### src/rtl/traffic_light_ctrl_p.sv
// Highway/farm-road intersection controller with tick prescaler, min/max farm green,
// latched pedestrian request and night flash mode. Lamps and walk are registered from next state.
module traffic_light_ctrl_p #(
    parameter int unsigned TICK_DIV = 1,
    parameter int unsigned CNT_W    = 8,
    parameter int unsigned G_MIN_H  = 10,
    parameter int unsigned Y_T      = 3,
    parameter int unsigned AR_T     = 1,
    parameter int unsigned F_MIN    = 5,
    parameter int unsigned F_MAX    = 20,
    parameter int unsigned FLASH_T  = 4
) (
    input  logic       clk_125M,
    input  logic       rst_n,
    input  logic       c,
    input  logic       ped_req,
    input  logic       night,
    output logic [2:0] HL,
    output logic [2:0] FL,
    output logic       ped_walk,
    output logic [2:0] state_o
);

    localparam int unsigned PRE_W = (TICK_DIV > 1) ? $clog2(TICK_DIV) : 1;

    localparam logic [2:0] LAMP_R   = 3'b100;
    localparam logic [2:0] LAMP_Y   = 3'b010;
    localparam logic [2:0] LAMP_G   = 3'b001;
    localparam logic [2:0] LAMP_OFF = 3'b000;

    typedef enum logic [2:0] {
        S_HG    = 3'd0,
        S_HY    = 3'd1,
        S_AR1   = 3'd2,
        S_FG    = 3'd3,
        S_FY    = 3'd4,
        S_AR2   = 3'd5,
        S_FLASH = 3'd6
    } state_t;

    state_t             state, state_nxt;
    logic [CNT_W-1:0]   elapsed, e_now, e_nxt;
    logic [PRE_W-1:0]   presc, presc_nxt;
    logic               tick;
    logic               flash_on, flash_on_nxt;
    logic               ped_pending, ped_pending_nxt;
    logic               c_meta, c_s;
    logic [2:0]         hl_nxt, fl_nxt;

    // Next-state, counter and lamp decode
    always_comb begin
        tick            = (presc == PRE_W'(TICK_DIV - 1));
        presc_nxt       = tick ? '0 : presc + 1'b1;
        e_now           = elapsed;
        if (tick && (elapsed != {CNT_W{1'b1}})) begin
            e_now = elapsed + 1'b1;
        end
        e_nxt           = e_now;
        state_nxt       = state;
        flash_on_nxt    = flash_on;
        hl_nxt          = LAMP_R;
        fl_nxt          = LAMP_R;

        case (state)
            S_HG: begin
                if (night) begin
                    state_nxt = S_FLASH;
                end else if ((e_now >= CNT_W'(G_MIN_H)) && (c_s || ped_pending)) begin
                    state_nxt = S_HY;
                end
            end
            S_HY:  if (e_now >= CNT_W'(Y_T))  state_nxt = S_AR1;
            S_AR1: if (e_now >= CNT_W'(AR_T)) state_nxt = S_FG;
            S_FG: begin
                if ((e_now >= CNT_W'(F_MAX)) || ((e_now >= CNT_W'(F_MIN)) && !c_s)) begin
                    state_nxt = S_FY;
                end
            end
            S_FY:  if (e_now >= CNT_W'(Y_T))  state_nxt = S_AR2;
            S_AR2: if (e_now >= CNT_W'(AR_T)) state_nxt = S_HG;
            S_FLASH: begin
                if (!night) begin
                    state_nxt = S_AR2;
                end else if (e_now >= CNT_W'(FLASH_T)) begin
                    // half period elapsed: toggle phase and restart the count
                    flash_on_nxt = !flash_on;
                    e_nxt        = '0;
                end
            end
            default: state_nxt = S_HG;
        endcase

        if (state_nxt != state) begin
            e_nxt        = '0;
            presc_nxt    = '0;
            flash_on_nxt = 1'b1;
        end

        // Pending request is cleared on FG entry and not re-armed while FG runs
        ped_pending_nxt = ped_pending | ped_req;
        if ((state_nxt == S_FG) || (state == S_FG)) begin
            ped_pending_nxt = 1'b0;
        end

        case (state_nxt)
            S_HG:    hl_nxt = LAMP_G;
            S_HY:    hl_nxt = LAMP_Y;
            S_FG:    fl_nxt = LAMP_G;
            S_FY:    fl_nxt = LAMP_Y;
            S_FLASH: begin
                hl_nxt = flash_on_nxt ? LAMP_Y : LAMP_OFF;
                fl_nxt = flash_on_nxt ? LAMP_R : LAMP_OFF;
            end
            default: begin
                hl_nxt = LAMP_R;
                fl_nxt = LAMP_R;
            end
        endcase
    end

    always_ff @(posedge clk_125M or negedge rst_n) begin
        if (!rst_n) begin
            state       <= S_HG;
            elapsed     <= '0;
            presc       <= '0;
            flash_on    <= 1'b1;
            ped_pending <= 1'b0;
            c_meta      <= 1'b0;
            c_s         <= 1'b0;
            HL          <= LAMP_G;
            FL          <= LAMP_R;
            ped_walk    <= 1'b0;
        end else begin
            state       <= state_nxt;
            elapsed     <= e_nxt;
            presc       <= presc_nxt;
            flash_on    <= flash_on_nxt;
            ped_pending <= ped_pending_nxt;
            c_meta      <= c;
            c_s         <= c_meta;
            HL          <= hl_nxt;
            FL          <= fl_nxt;
            ped_walk    <= (state_nxt == S_FG);
        end
    end

    assign state_o = state;

endmodule

### config.mk
export PLATFORM = sky130hd
export DESIGN_NAME = traffic_light_ctrl_p
export DESIGN_NICKNAME = d
export VERILOG_FILES = /design/src/rtl/traffic_light_ctrl_p.sv
export SDC_FILE = /design/constraint.sdc
export NUM_CORES = 1
export LEC_CHECK = 0
export CORE_AREA = 2 2 62 64
export DETAILED_ROUTE_END_ITERATION = 10
export DIE_AREA = 0 0 64 66
export GPL_ROUTABILITY_DRIVEN = 0
export PLACE_DENSITY = 0.63
export SETUP_SLACK_MARGIN = 0.4
export SYNTH_ARGS = -nofsm -noshare
export SYNTH_HDL_FRONTEND = slang
export SYNTH_SLANG_ARGS = --single-unit
export TNS_END_PERCENT = 5
### constraint.sdc
create_clock -name clk_125M -period 3.1 [get_ports clk_125M]
set_input_delay 0.62 -clock clk_125M [delete_from_list [all_inputs] [get_ports clk_125M]]
set_output_delay 0.62 -clock clk_125M [all_outputs]
set_load 0.005 [all_outputs]
# --- After elaboration in Yosys (flattened, before gate mapping) ---
# Index checks and enable logic that the tools add are counted.
# Widths: inputs -> output; s select.
word_totals:
  elab_cells: 67
  out_inout_bits: 10
  reg_bits: 23
  latch_bits: 0
  mem_count: 0
  mem_bits_rw: 0
  mem_bits_ro: 0
  inputBits: 5
classes:
  order_cmp: 6
  n_addsub: 2
  eq_ne: 12
  bitwise_logic: 2
  shifts: 0
  n_reduce_logical: 10
  div: 0
  mul: 0
  mux: 25
ops:
  columns: ["cell", "n"]
  rows:
  - ["$mux 8", 5]
  - ["$mux 3", 9]
  - ["$pmux 3 s7", 1]
  - ["$pmux 3 s3", 2]
  - ["$ge 8x3->1 const B", 2]
  - ["$eq 3x3->1 const B", 5]
  - ["$eq 3x2->1 const B", 3]
  - ["$add 8x1->8 const B", 1]
  - ["$ge 8x1->1 const B", 1]
  - ["$ge 8x2->1 const B", 1]
  - ["$ge 8x4->1 const B", 1]
  - ["$ge 8x5->1 const B", 1]
  - ["$ne 8x8->1 const B", 1]
  - ["$mux 1", 7]
  - ["$eq 3x1->1 const B", 2]
  - ["$logic_not 3->1", 2]
  - ["$logic_and 1x1->1", 3]
  - ["$logic_or 1x1->1", 3]
  - ["$ne 3x3->1", 1]
  - ["$logic_not 1->1", 2]
  - ["$mux 2", 1]
  - ["$add 1x1->1 const B", 1]
  - ["$not 1->1", 1]
  - ["$or 1x1->1", 1]

# --- Logic depth before layout (Yosys ltp) ---
depth:
  word_depth: 12
  ltp_mapped: 11
  depth_no_buf: 9

# --- Least setup slack after synthesis ---
# OpenSTA, ideal clock, no wires.
synth_timing:
  path_kind: "reg2reg"
  startpoint: "register elapsed[0]"
  endpoint: "register elapsed[7]"
  synth_period_minus_slack_ns: 2.535
  n_path_buf: 1
  path_slack_ns: 0.565
  arrival_time_ns: 2.455
  setup_ns: 0.080
  t_required_ns: 3.020
  path_stages_with_launch: 11
  path_cell_list: "dfrtp_1 > ha_1 > and4_1 > buf_2 > a21oi_2 > nand2_1 > o41a_1 > a211oi_2 > o21ai_2 > or2_4 > nor3_2"
synth_between:
  elab_chain_len: 10
  elab_cells_between_ends: 26
  classes_between: "add/sub: 1; order compare: 6; eq/ne: 2; mux: 13; reduce/logical: 4"
synth_rtl:
  columns: ["element", "line", "source"]
  rows:
  - ["start, declared", "42", "logic [CNT_W-1:0] elapsed, e_now, e_nxt;"]
  - ["start signal, assigned", "135", "elapsed <= e_nxt;"]
  - ["branches (longest 2 deep; another with $add 8x1->8)", null, null]
  - ["$mux 8 *", "55", "if (tick && (elapsed != {CNT_W{1'b1}})) begin"]
  - ["$ge 8x4->1 / $ge 8x3->1 (equally long branches)", "68, 75", null]
  - ["$logic_and 1x1->1, on equally long branches", "68, 75", null]
  - ["$mux 3 / $logic_or 1x1->1 (equally long branches)", "68, 75", null]
  - ["$mux 3, on equally long branches", "66, 75", null]
  - ["$pmux 3 s7", "64", "case (state)"]
  - ["$ne 3x3->1", "93", "if (state_nxt != state) begin"]
  - ["$mux 8 *", "93", null]
  - ["via e_nxt[7]", "42", null]
# Mark *: on every way through the listed nets, which the timed path passes.

# --- Worst setup path after layout ---
layout_timing:
  startpoint: "register elapsed[1]"
  endpoint: "register elapsed[7]"
# The elaborated chain is that of the path after synthesis.

==> flow_summary.toml <==
[setup_path]
startpoint_type = "register"
cp_cell_sequence = "ha_2 > nand4_1 > o21ai_2 > o211ai_4 > o41a_1 > a211oi_2 > o21ai_2 > or2_4 > nor3_2"
cp_top_family = "compound AO/OA/AOI/OAI gates"
cpPeakStageDelay_ps = 460
worstPathArrival_ps = 2820
crit_required_ps = 3340
cp_num_buf_inv = 0
crit_type = "register to register"
path_common_cell = "o21ai_2"
crit_path_end_kind = "register"
cp_slowest_cell = "o41a_1"
critPathMaxFanout = 8

[timing]
finalCritPeriodShare = 0.834
max_slew.worst_pin.slew_ps = 482
period_minus_slack_ps = 2590
final-setup-viol-count = 0
skew_ps = 4.33
maxSlewViolCount = 0
rsz0062_at_grt = "yes"
fmax_mhz = 387
hold_violations = 0
setup_tns_ps = 0
slew_headroom = 0.675

[global_route]
grt_usage = 0.158
antenna_found_initial = 0
grt_max_degree = 23
gr-total-overflow = 0
first_global_vias = 1122
grt_pass1_wl_um = 5180

[pwr]
p_per_area_nw_per_um2 = 826
leakage_nw = 0.626
ir_drop_mv = 0.392

[die]
die_y_um = 66
dieArea_um2 = 4220
dieWidth_um = 64
initial_utilization = 0.374
fp-row-count = 22
ios = 15
core_area_um2 = 3550

[detailed_routing]
wl_per_cell_um = 14.7
wl_um = 3050
ant_nets = 0
drt-initial-drc-count = 24
first_pass_iters = 4
vias = 1157
post-route-drc-count = 0
vias_per_cell = 5.59

[finish]
diodes = 0
final_area_um2 = 1600
drive_above_1_share = 0.226
nets = 166
syn2layout_area_growth_pct = 20.6

[clock_network]
cts_root_buf = "clkbuf_4"
clock_sinks = 22
clk_latency_ps = 310
clk_pin_slew_ps = 120
htreeDepth = 1
cts_made_buffers = 3
cts_tree = "yes"
postCtsHoldBufs = 0
clockBufferDepth = 2

[logic_synthesis]
synth_area_um2 = 1330
synth_flop_cell = "dfrtp_1"
syn_inst = 141
yosysSeqAreaShare = 0.418
synthDistinctLibCells = 51
synth_edf_count = 0
ys_ff_latch = 22
async_flop_share = 1.00
yosys_warnings = 0
synth.net_count = 147
avgSynthCellArea_um2 = 9.42

[worst_hold_path]
hold_class = "register to register"

[status]
status = "finished clean"

[placement]
dpl.hpwl_um = 2200
place_area_um2 = 1510
portBuffers = 14

[job]
cap_violations = 0
==> routing by layer <==
layer | vias up | GRT usage | part of all wire
li1 | 553 | - | -
met1 | 562 | 0.203 | 0.47
met2 | 29 | 0.237 | 0.46
met3 | 13 | 0.0324 | 0.033
met4 | 0 | 0.109 | 0.035
met5 | - | 0 | 0
==> state kept, by name, summed over array words and instances (netlist names) <==
signal,flops
ped_pending,1
c_meta,1
elapsed,8
c_s,1
FL,3
flash_on,1
ped_walk,1
HL,3
state_o,3
==> power breakdown <==
group          total, mW  switching [mW]  internal (mW)
clock network      0.154          0.0825         0.0717
registers          0.440          0.0761          0.364
logic              0.728           0.375          0.354
total               1.32           0.533          0.790
==> cell usage after synthesis (3+ instances only) <==
master / instances / area, um^2
a31oi_1: 4 / 25.0
a21oi_1: 8 / 40.0
nor4b_1: 3 / 26.3
nor3_1: 5 / 25.0
nor2b_1: 5 / 31.3
nor4_1: 3 / 18.8
dfrtp_1: 19 / 475
nor2_1: 13 / 48.8
and3_1: 3 / 18.8
nand3_1: 6 / 30.0
xor2_1: 3 / 26.3
nand2_1: 11 / 41.3
o21ai_1: 3 / 15.0
o21ai_0: 3 / 15.0
a211oi_1: 4 / 30.0
dfstp_2: 3 / 78.8
==> final timing paths <==
check	start	to	slack (ps)	depth (start not counted)
worst max-delay path	elapsed[1]$_DFF_PN0_	elapsed[7]$_DFF_PN0_	510	9
worst min-delay path	c_meta$_DFF_PN0_	c_s$_DFF_PN0_	370	0
worst max register to register	elapsed[1]$_DFF_PN0_	elapsed[7]$_DFF_PN0_	510	9
worst min register to register	c_meta$_DFF_PN0_	c_s$_DFF_PN0_	370	0
max in group asynchronous	rst_n	HL[0]$_DFF_PN1_	2190	2
min in group asynchronous	rst_n	c_s$_DFF_PN0_	640	2
==> area by class of cell <==
class | instances | area, um^2
multi-input combinational | 111 | 758
clock buffer | 4 | 36.3
fill | 345 | 1950
timing repair buffer | 20 | 185
inverter | 2 | 7.51
sequential | 22 | 554
tap | 48 | 60.1
==> through the flow <==
| step | total power, mW | hold WS [ps] | utilization | cells | worst slack [ps] |
|---|---|---|---|---|---|
| after floorplan | 0.903 | 324 | - | 141 | 565 |
| after global placement | 1.13 | 333 | 0.426 | 200 | 378 |
| after detailed placement | 1.14 | 355 | 0.426 | 200 | 312 |
| after CTS | 1.31 | 379 | 0.439 | 205 | 366 |
| after global routing | 1.43 | 383 | 0.451 | 207 | 347 |
| final | 1.32 | 371 | 0.451 | 207 | 513 |
==> cells by family (layout without fill, tap and decap cells) <==
| group | count (synthesis) | in the layout | synth area share |
|---|---|---|---|
| and+or+nand+nor | 66 | 66 | 0.282 |
| buffers and inverters | 8 | 26 | 0.0330 |
| adders and majority gates | 2 | 2 | 0.0170 |
| AOI/OAI and AO/OA | 38 | 38 | 0.212 |
| xor gates and xnor gates | 5 | 5 | 0.0387 |
| DFF | 22 | 22 | 0.418 |
==> worst reg2reg max path, cell delays in order (launching register included) <==
cell and delay (ps):
dfrtp_1 410, ha_2 260, nand4_1 140, o21ai_2 270
o211ai_4 170, o41a_1 460, a211oi_2 240, o21ai_2 130
or2_4 290, nor3_2 160
==> cell usage in the layout, fill, tap and decap left out, drive strengths merged, types with 6 or more instances in the layout <==
| cell type | netlist | final |
|---|---|---|
| nor3 | 7 | 7 |
| buf | 4 | 6 |
| o21ai | 8 | 8 |
| clkdlybuf4s50 | 0 | 14 |
| a21oi | 10 | 10 |
| dfrtp | 19 | 19 |
| nand3 | 6 | 6 |
| nor2 | 13 | 13 |
| nand2 | 13 | 13 |
==> timing repair <==
| item | 4_1_cts | 5_1_grt |
|---|---|---|
| buffers inserted | 1 | 2 |
| gates resized for setup | 1 | 5 |
| endpoints found under the setup margin | 6 | 16 |
| pin swaps | 1 | 1 |
Power figures use the tool's default switching activity.
